<file path="config.mk">
export PLATFORM = sky130hd
export DESIGN_NAME = jtl_pipe_array
export DESIGN_NICKNAME = d
export VERILOG_FILES = /design/src/rtl/jtl_pipe_pkg.sv /design/src/rtl/jtl_pipe_lane.sv /design/src/rtl/jtl_pipe_array.sv
export SDC_FILE = /design/constraint.sdc
export NUM_CORES = 1
export LEC_CHECK = 0
export CORE_MARGIN = 3
export CORE_UTILIZATION = 36
export DETAILED_ROUTE_END_ITERATION = 16
export GPL_TIMING_DRIVEN = 0
export MAX_ROUTING_LAYER = met4
export PLACE_DENSITY = 0.64
export SYNTH_ARGS = -nofsm -noshare
export SYNTH_HDL_FRONTEND = slang
export SYNTH_SLANG_ARGS = --single-unit
</file>
<file path="constraint.sdc">
create_clock -name clk -period 3 [get_ports clk]
set_clock_uncertainty 0.1 [all_clocks]
set_input_delay 0.6 -clock clk [delete_from_list [all_inputs] [get_ports clk]]
set_output_delay 0.6 -clock clk [all_outputs]
set_load 0.03 [all_outputs]
</file>
<file path="src/rtl/jtl_pipe_pkg.sv">
// Shared constants and helpers for the toggle-encoded JTL pipeline array.
package jtl_pipe_pkg;

    localparam int unsigned DEPTH_DEFAULT = 3;
    localparam int unsigned LATENCY       = DEPTH_DEFAULT + 1;
    localparam int unsigned SAT_W         = 32;

    // Increment v, holding at the all-ones value of a w-bit counter.
    function automatic logic [SAT_W-1:0] sat_inc(input logic [SAT_W-1:0] v,
                                                 input int unsigned       w);
        logic [SAT_W-1:0] max_v;
        max_v = (w >= SAT_W) ? '1 : ((SAT_W'(1) << w) - SAT_W'(1));
        return (v >= max_v) ? max_v : v + SAT_W'(1);
    endfunction

endpackage

</file>
<file path="src/rtl/jtl_pipe_lane.sv">
// One channel: edge detect, enable gating, DEPTH-stage shift, out toggle,
// saturating delivered-pulse counter and sticky drop flag.
module jtl_pipe_lane
    import jtl_pipe_pkg::*;
#(
    parameter int unsigned DEPTH = 3,
    parameter int unsigned CNT_W = 8
) (
    input  logic             clk,
    input  logic             rst,
    input  logic             in,
    input  logic             en,
    input  logic             primed,
    input  logic             ready,
    input  logic             cnt_clr,
    output logic             out,
    output logic [CNT_W-1:0] pulse_cnt,
    output logic             dropped
);

    logic             s0_q, s0_d;
    logic             s1_q, s1_d;
    logic [DEPTH-1:0] stage_q, stage_d;
    logic             out_q, out_d;
    logic [CNT_W-1:0] cnt_q, cnt_d;
    logic             drop_q, drop_d;
    logic             det;
    logic             fire;

    always_comb begin
        // Before the first sample s1 takes in too, so the reset value is never compared.
        s0_d = in;
        s1_d = primed ? s0_q : in;

        det  = (s0_q ^ s1_q) & primed;

        stage_d    = stage_q;
        stage_d[0] = det & en & ready;
        for (int i = 1; i < int'(DEPTH); i++) begin
            stage_d[i] = stage_q[i-1];
        end

        fire  = stage_q[DEPTH-1];
        out_d = out_q ^ fire;

        cnt_d  = cnt_q;
        drop_d = drop_q;
        if (cnt_clr) begin
            cnt_d  = '0;
            drop_d = 1'b0;
        end else begin
            if (fire) begin
                cnt_d = CNT_W'(sat_inc(SAT_W'(cnt_q), CNT_W));
            end
            if (det & ready & ~en) begin
                drop_d = 1'b1;
            end
        end
    end

    always_ff @(posedge clk or posedge rst) begin
        if (rst) begin
            s0_q    <= 1'b0;
            s1_q    <= 1'b0;
            stage_q <= '0;
            out_q   <= 1'b0;
            cnt_q   <= '0;
            drop_q  <= 1'b0;
        end else begin
            s0_q    <= s0_d;
            s1_q    <= s1_d;
            stage_q <= stage_d;
            out_q   <= out_d;
            cnt_q   <= cnt_d;
            drop_q  <= drop_d;
        end
    end

    assign out       = out_q;
    assign pulse_cnt = cnt_q;
    assign dropped   = drop_q;

endmodule

</file>
<file path="src/rtl/jtl_pipe_array.sv">
// CH-channel toggle-encoded SFQ pipeline with shared post-reset hold-off.
module jtl_pipe_array
    import jtl_pipe_pkg::*;
#(
    parameter int unsigned CH      = 4,
    parameter int unsigned DEPTH   = DEPTH_DEFAULT,
    parameter int unsigned HOLDOFF = 2,
    parameter int unsigned CNT_W   = 8
) (
    input  logic                clk,
    input  logic                rst,
    input  logic [CH-1:0]       in,
    input  logic [CH-1:0]       en,
    input  logic                cnt_clr,
    output logic [CH-1:0]       out,
    output logic                ready,
    output logic [CH*CNT_W-1:0] pulse_cnt,
    output logic [CH-1:0]       dropped
);

    localparam int unsigned HCNT_W = (HOLDOFF == 0) ? 1 : $clog2(HOLDOFF + 1);

    logic              primed_q, primed_d;
    logic [HCNT_W-1:0] hcnt_q, hcnt_d;
    logic              ready_q, ready_d;

    // Hold-off counter saturates at HOLDOFF; ready latches once it gets there.
    always_comb begin
        primed_d = 1'b1;
        hcnt_d   = hcnt_q;
        if (hcnt_q != HCNT_W'(HOLDOFF)) begin
            hcnt_d = hcnt_q + HCNT_W'(1);
        end
        ready_d = ready_q | (hcnt_d == HCNT_W'(HOLDOFF));
    end

    always_ff @(posedge clk or posedge rst) begin
        if (rst) begin
            primed_q <= 1'b0;
            hcnt_q   <= '0;
            ready_q  <= 1'b0;
        end else begin
            primed_q <= primed_d;
            hcnt_q   <= hcnt_d;
            ready_q  <= ready_d;
        end
    end

    assign ready = ready_q;

    for (genvar c = 0; c < int'(CH); c++) begin : g_lane
        jtl_pipe_lane #(
            .DEPTH (DEPTH),
            .CNT_W (CNT_W)
        ) u_lane (
            .clk       (clk),
            .rst       (rst),
            .in        (in[c]),
            .en        (en[c]),
            .primed    (primed_q),
            .ready     (ready_q),
            .cnt_clr   (cnt_clr),
            .out       (out[c]),
            .pulse_cnt (pulse_cnt[c*CNT_W +: CNT_W]),
            .dropped   (dropped[c])
        );
    end

endmodule
</file>
==> impl_metrics.tcl, run 1 <==
set metrics [dict create \
    final_number_of_setup_violating_endpoints 0 \
    synthTopCellsByCount "sky130_fd_sc_hd__dfrtp_1 (64), sky130_fd_sc_hd__a21oi_1 (17), sky130_fd_sc_hd__a211oi_1 (16), sky130_fd_sc_hd__and3_1 (16), sky130_fd_sc_hd__a31oi_1 (14)" \
    criticalPathCategory "reg2out" \
    finalCritPeriodShare_pct 75.1 \
    clkLatencyLatePin_ns 0.33 \
    worstPathBufferInverterCount 1 \
    grt_max_degree 40 \
    routed-via-count 2161 \
    grt.met2_usage_pct 22.1 \
    drc_errors 0 \
    core-area_mm2 0.00745 \
    synth_warnings 0 \
    number_of_enable_flip_flop_cells_after_synthesis 0 \
    synthToLayoutAreaGrowth_pct 30.6 \
    place.port_buffers 50 \
    synthesis_stage_register_bit_count 64 \
    power_switching_share_pct 24.4 \
    cp_data_required_time_ns 2.30 \
    synth.avg_cell_area_um2 11.3 \
    rsz0062_at_grt "no" \
    clock_tree.root_cell "sky130_fd_sc_hd__clkbuf_8" \
    gp_congestion 0.836 \
    period_needed_ns 2.25 \
    max_fclk_mhz 444 \
    synth_cell_type_count 33 \
    drt_pre_antenna_iters 4 \
    synthTopCellsByArea "sky130_fd_sc_hd__dfrtp_1 (57%), sky130_fd_sc_hd__a211oi_1 (4.3%), sky130_fd_sc_hd__and3_1 (3.5%)" \
    detailedRoute.firstIterationViolations 177 \
    ctsHoldBuffers 0 \
    timing.critical_path.slowest_stage_cell "sky130_fd_sc_hd__clkdlybuf4s50_1" \
    p_sw_mw 0.509 \
    postRouteWirelength_um 5640 \
    synth_most_common_cell "sky130_fd_sc_hd__dfrtp_1" \
    report.final.slew_viol_count 0 \
    avgRoutedWirePerCell_um 13.6 \
    irDropWorstVdd_mv 0.333 \
    final_layout_size_suffix_gt1_share_pct 12.7 \
    cts_post_setup_buffers_inserted 0 \
    cts_resized 0 \
    clkSinkCount 64 \
    data_arrival_time_of_the_critical_path_ns 1.55 \
    crit_path_start_kind "flip-flop" \
    synth-seq-area-share_pct 56.7 \
    synth.net_count 265 \
    path_max_fanout 9 \
    grt_overflow_total 0 \
    design.die.area_mm2 0.00894 \
    timing.critical_path.cells "clkdlybuf4s50_1" \
    fp-row-count 31 \
    report.final.hold_viol_count 0 \
    timing.hold.ws_ns 0.249 \
    yosys.area.top_type_share_pct 56.7 \
    share_seq_of_total_power_pct 45.9 \
    dp.final_hpwl_um 3850 \
    number_of_routed_nets_with_antenna_violations 0 \
    place.detailed.instances 399 \
    post_synth_arst_share_pct 100 \
    final_critical_path_setup_slack_ns 0.746 \
    die_width_um 94.6 \
    grt_use_total_pct 14.2 \
    number_of_antenna_violations_at_the_first_check_in_global_routing 0 \
    n_fill_cell 693 \
    fp.dieH_um 94.6 \
    tritoncts "built" \
    netlist_area_mm2 0.00282 \
    grt.busiest_layer "met2" \
    cts_buffer_depth 2 \
    initial_core_util_pct 37.9 \
    grt_pass1_wl_um 9580 \
    combinationalPowerShare_pct 14.9 \
    postSynth.topFlopCell "sky130_fd_sc_hd__dfrtp_1" \
    vias_per_cell 5.22 \
    groute.layer.met3.usage_pct 4.62 \
    groute.layer.met1.usage_pct 17.4 \
    grt_pass1_vias 2043 \
    synth_cells 249 \
    max-cap-violations 0 \
    holdCritPathClass "reg2reg" \
    path_delay_family "buffers and inverters" \
    top_level_ports 52 \
    synth_top_area_cell "sky130_fd_sc_hd__dfrtp_1" \
    design_power_total_mw 2.08 \
    final_cells 414 \
    power-per-cell-area_mw_per_mm2 565 \
    cts.htree.levels 3 \
    tritoncts.num_buffers 9 \
    timing_worst_slew_pin_value_ns 0.798 \
    placement.setup.worst_slack_ns 1.08 \
    worst_setup_hold_path_clk_slew_ns 0.07 \
    timing.critical_path.slowest_cell_delay_ns 0.73 \
    num-nets-final 327 \
    slew-limit-headroom_pct 46.7 \
    run_status "finished, final reports clean" \
    insertedDiodeCount 0 \
    internal-power_mw 1.57 \
    endpoint_kind "primary output" \
    power.static_leakage_nw 1.65 \
    clkPwrFrac_pct 39.1 \
]
## kinds of logic after synthesis
kind of cell,after synthesis,share of synthesized area (%)
buffers and inverters,33,6.20
AOI/OAI and AO/OA,65,15.9
other,1,0.133
DFF,64,56.7
and+or+nand+nor,69,14.8
adders and majority gates,5,2.22
xor gates and xnor gates,8,2.48
muxes,4,1.59
## cells in the final DEF (no fill, tap or decap), types with 7 or more instances in the layout
cell	Yosys	routed
sky130_fd_sc_hd__a31oi_1	14	14
sky130_fd_sc_hd__a311oi_1	7	7
sky130_fd_sc_hd__nand3_1	7	7
sky130_fd_sc_hd__xor2_1	8	8
sky130_fd_sc_hd__a21oi_1	17	17
sky130_fd_sc_hd__dfrtp_1	64	64
sky130_fd_sc_hd__clkbuf_8	0	11
sky130_fd_sc_hd__a211oi_1	16	16
sky130_fd_sc_hd__clkdlybuf4s50_1	0	50
sky130_fd_sc_hd__buf_4	10	10
sky130_fd_sc_hd__inv_1	12	11
sky130_fd_sc_hd__nor2_1	11	11
sky130_fd_sc_hd__and4_1	7	7
sky130_fd_sc_hd__and3_1	16	16
## state kept, by name, indices dropped and copies added (netlist names)
register,cells
hcnt_q,2
g_lane.u_lane.out,4
ready,1
g_lane.u_lane.dropped,4
primed_q,1
g_lane.u_lane.s1_q,4
g_lane.u_lane.stage_q,12
g_lane.u_lane.pulse_cnt,32
g_lane.u_lane.s0_q,4
## stage by stage
stage	area, um2	setup TNS [ns]	util (%)
final	3690	0	49.5
after global routing	3690	0	49.5
after CTS	3690	0	49.5
after detailed placement	3470	0	46.6
after global placement	3450	-27.84	46.3
after floorplan	2820	0	-
## area by class of cell
class / instances / area [um2] / area share [%]
Tap cell: 99 / 124 / 3.36
Clock inverter: 3 / 65.1 / 1.76
Clock buffer: 12 / 155 / 4.21
Timing Repair Buffer: 51 / 520 / 14.1
Multi-Input combinational cell: 152 / 1050 / 28.4
Sequential cell: 64 / 1600 / 43.4
Buffer: 21 / 130 / 3.53
Inverter: 12 / 45.0 / 1.22
## worst paths after layout
path / startpoint / to / slack, ns / cells past startpoint
worst max-delay path: g_lane[0].u_lane.pulse_cnt[2] / pulse_cnt[2] / 0.75 / 1
worst min-delay path: g_lane[3].u_lane.stage_q[1] / g_lane[3].u_lane.stage_q[2] / 0.25 / 0
worst max register to register: g_lane[0].u_lane.pulse_cnt[0] / g_lane[0].u_lane.pulse_cnt[4] / 1.41 / 4
worst min register to register: g_lane[3].u_lane.stage_q[1] / g_lane[3].u_lane.stage_q[2] / 0.25 / 0
max in group asynchronous: rst / g_lane[2].u_lane.pulse_cnt[0] / 1.56 / 3
min in group asynchronous: rst / g_lane[3].u_lane.out / 0.64 / 2
## routing by layer
| metal | up-vias | share of wire (%) |
|---|---|---|
| li1 | 1038 | - |
| met1 | 1061 | 43 |
| met2 | 56 | 50 |
| met3 | 6 | 6.0 |
| met4 | 0 | 1.0 |
| met5 | - | 0 |
## power groups by stage
stage / Combinational (mW) / Clock (mW) / Sequential, mW
detailed placement: 0.318 / 0 / 0.972
finish: 0.311 / 0.816 / 0.957
CTS: 0.317 / 0.844 / 0.957
global placement: 0.311 / 0 / 0.971
floorplan: 0.191 / 0 / 0.978
global route: 0.341 / 0.885 / 0.964
Power figures use the tool's default switching activity.
==> run 2, diff against run 1 <==
==> constraint.sdc (replaced) <==
create_clock -name clk -period 2.1 [get_ports clk]
set_clock_uncertainty 0.1 [all_clocks]
set_input_delay 0.42 -clock clk [delete_from_list [all_inputs] [get_ports clk]]
set_output_delay 0.42 -clock clk [all_outputs]
set_load 0.03 [all_outputs]
==> run 2 against run 1 <==
Compared with the run above:
- via count decreased by 1.7%
- final area about the same
- sequential cell count unchanged
- clock-buffer cell count increased by 1
- global-route usage increased by 0.52 points
- combinational power increased by 44%
- critical path depth unchanged
- final cell count increased by 0.24%
- utilization about the same
- register-to-register slack got worse by 0.90 ns
- sequential power increased by 43%
- wire length increased by 1.2%
- critical path type unchanged
- critical endpoint is now pulse_cnt[15]
- largest power group unchanged
==> impl_metrics.tcl, run 2 (synthesized netlist as in run 1, its figures left out) <==
set metrics [dict create \
    run_status "finished, final reports clean" \
    drt_pre_antenna_iters 4 \
    irDropWorstVdd_mv 0.568 \
    most_used_cells_in_the_layout_excluding_fill_and_tap_cells "sky130_fd_sc_hd__dfrtp_1 (64), sky130_fd_sc_hd__clkdlybuf4s50_1 (44), sky130_fd_sc_hd__a21oi_1 (17)" \
    final.setup.tns_ns 0 \
    crit_path_start_kind "flip-flop" \
    rsz0062_at_grt "no" \
    worst_r2r_endpoint "g_lane[0].u_lane.pulse_cnt[5]" \
    layout.cells.most_common "sky130_fd_sc_hd__dfrtp_1" \
    criticalPathCategory "reg2out" \
    finalCritPeriodShare_pct 96.2 \
    core-area_mm2 0.00745 \
    detailedRoute.firstIterationViolations 113 \
    grt_pass1_vias 2056 \
    largest_register_ffs 32 \
    report.final.hold_viol_count 0 \
    fp.dieH_um 94.6 \
    routed-via-count 2124 \
    r2r-start "g_lane[0].u_lane.pulse_cnt[0]" \
    path_max_fanout 7 \
    grt_overflow_total 0 \
    tritoncts.num_buffers 9 \
    worstPathBufferInverterCount 1 \
    number_of_antenna_violations_at_the_first_check_in_global_routing 0 \
    hold_path.startpoint "g_lane[1].u_lane.stage_q[0]" \
    timing.critical_path.slowest_stage_cell "sky130_fd_sc_hd__clkdlybuf4s50_1" \
    timing.reg2reg.worst_path_depth 4 \
    cts_buffer_depth 2 \
    timing_worst_slew_pin_value_ns 0.677 \
    clock_tree.root_cell "sky130_fd_sc_hd__clkbuf_8" \
    data_arrival_time_of_the_critical_path_ns 1.50 \
    final_layout_size_suffix_gt1_share_pct 12.7 \
    cts.htree.levels 3 \
    ctsHoldBuffers 0 \
    timing.reg2reg.setup_slack_ns 0.51 \
    avgRoutedWirePerCell_um 13.8 \
    insertedDiodeCount 0 \
    placed_area_mm2 0.00347 \
    top_level_ports 52 \
    power-per-cell-area_mw_per_mm2 782 \
    slew-limit-headroom_pct 54.8 \
    timing.critical_path.slowest_cell_delay_ns 0.71 \
    max_fclk_mhz 495 \
    max-cap-violations 0 \
    clkSinkCount 64 \
    min_delay_path_depth 0 \
    period_needed_ns 2.02 \
    grt_pass1_wl_um 9900 \
    design.die.area_mm2 0.00894 \
    die_width_um 94.6 \
    final_number_of_setup_violating_endpoints 0 \
    cp_data_required_time_ns 1.58 \
    number_of_routed_nets_with_antenna_violations 0 \
    tritoncts "built" \
    timing.critical_path.cells "clkdlybuf4s50_1" \
    drc_errors 0 \
    place.port_buffers 50 \
    path_delay_family "buffers and inverters" \
    endpoint_kind "primary output" \
    synthToLayoutAreaGrowth_pct 30.5 \
    report.final.slew_viol_count 0 \
    clkLatencyLatePin_ns 0.34 \
    gp_congestion 0.831 \
    dp.final_hpwl_um 3790 \
    postRouteWirelength_um 5710 \
    power.static_leakage_nw 1.75 \
    holdCritPathClass "reg2reg" \
    fp-row-count 31 \
    holdPathEnd "g_lane[1].u_lane.stage_q[1]" \
    initial_core_util_pct 37.9 \
    vias_per_cell 5.12 \
    grt_use_total_pct 14.7 \
    layout.cell_area.non_filler_mm2 0.00369 \
    grt_max_degree 36 \
    num-nets-final 327 \
    worst_setup_hold_path_clk_slew_ns 0.07 \
]
run 2: cell types whose count changed in the layout (fill, tap and decap cells not counted):
cell                              change
sky130_fd_sc_hd__dlymetal6s2s_1       +6
sky130_fd_sc_hd__clkinvlp_4           +1
sky130_fd_sc_hd__bufinv_16            -1
sky130_fd_sc_hd__clkdlybuf4s50_1      -6
sky130_fd_sc_hd__inv_2                -1
sky130_fd_sc_hd__clkinv_2             +1
sky130_fd_sc_hd__clkbuf_1             +1
run 2: how the worst max path moves through the flow:
stage / cells past startpoint / from / slack (ns) / to
2_1_floorplan: 4 / g_lane[3].u_lane.pulse_cnt[0] / 0.47 / g_lane[3].u_lane.pulse_cnt[1]
3_3_place_gp: 2 / rst / 0.05 / g_lane[1].u_lane.pulse_cnt[4]
3_5_place_dp: 1 / g_lane[1].u_lane.pulse_cnt[2] / 0.39 / pulse_cnt[10]
4_1_cts: 1 / g_lane[1].u_lane.pulse_cnt[2] / 0.008 / pulse_cnt[10]
5_1_grt: 1 / g_lane[0].u_lane.pulse_cnt[3] / 0.01 / pulse_cnt[3]
6_report: 1 / g_lane[1].u_lane.pulse_cnt[7] / 0.08 / pulse_cnt[15]
run 2: through the flow:
stage               instances  util [%]  setup slack [ns]  hold WS [ns]  total power, mW
global placement          398      46.4            0.0476         0.233             1.83
finish                    415      49.5            0.0801         0.243             2.88
floorplan                 249         -             0.474         0.231             1.67
CTS                       415      49.3           0.00765         0.242             2.94
detailed placement        399      46.6             0.390         0.235             1.84
global route              415      49.5            0.0114         0.249             3.03
run 2: report_power, final:
| part | internal (mW) | switching (mW) | total [mW] |
|---|---|---|---|
| clock | 0.610 | 0.459 | 1.07 |
| combinational | 0.213 | 0.234 | 0.447 |
| sequential | 1.31 | 0.0536 | 1.37 |
| total | 2.14 | 0.747 | 2.88 |
run 2: area by class of cell:
class                   count  area, um2
plain buffers              21        130
clock buffers              13        159
clock inverters             3       40.0
fillers                   710       3760
inverters                  12       48.8
multi-input cells         152       1050
flip-flops and latches     64       1600
well taps                  99        124
repair buffers             51        536
run 2: routing by layer:
metal | wire length (um) | share of wire [%] | track usage [%]
met1 | 2700 | 47 | 19.0
met2 | 2650 | 46 | 21.9
met3 | 310 | 5.4 | 5.10
met4 | 51 | 0.89 | 4.33
met5 | 0 | 0 | -
run 2: timing repair:
action,CTS,global route
buffers inserted,0,0
setup endpoints to repair,0,6
resized for setup,0,6
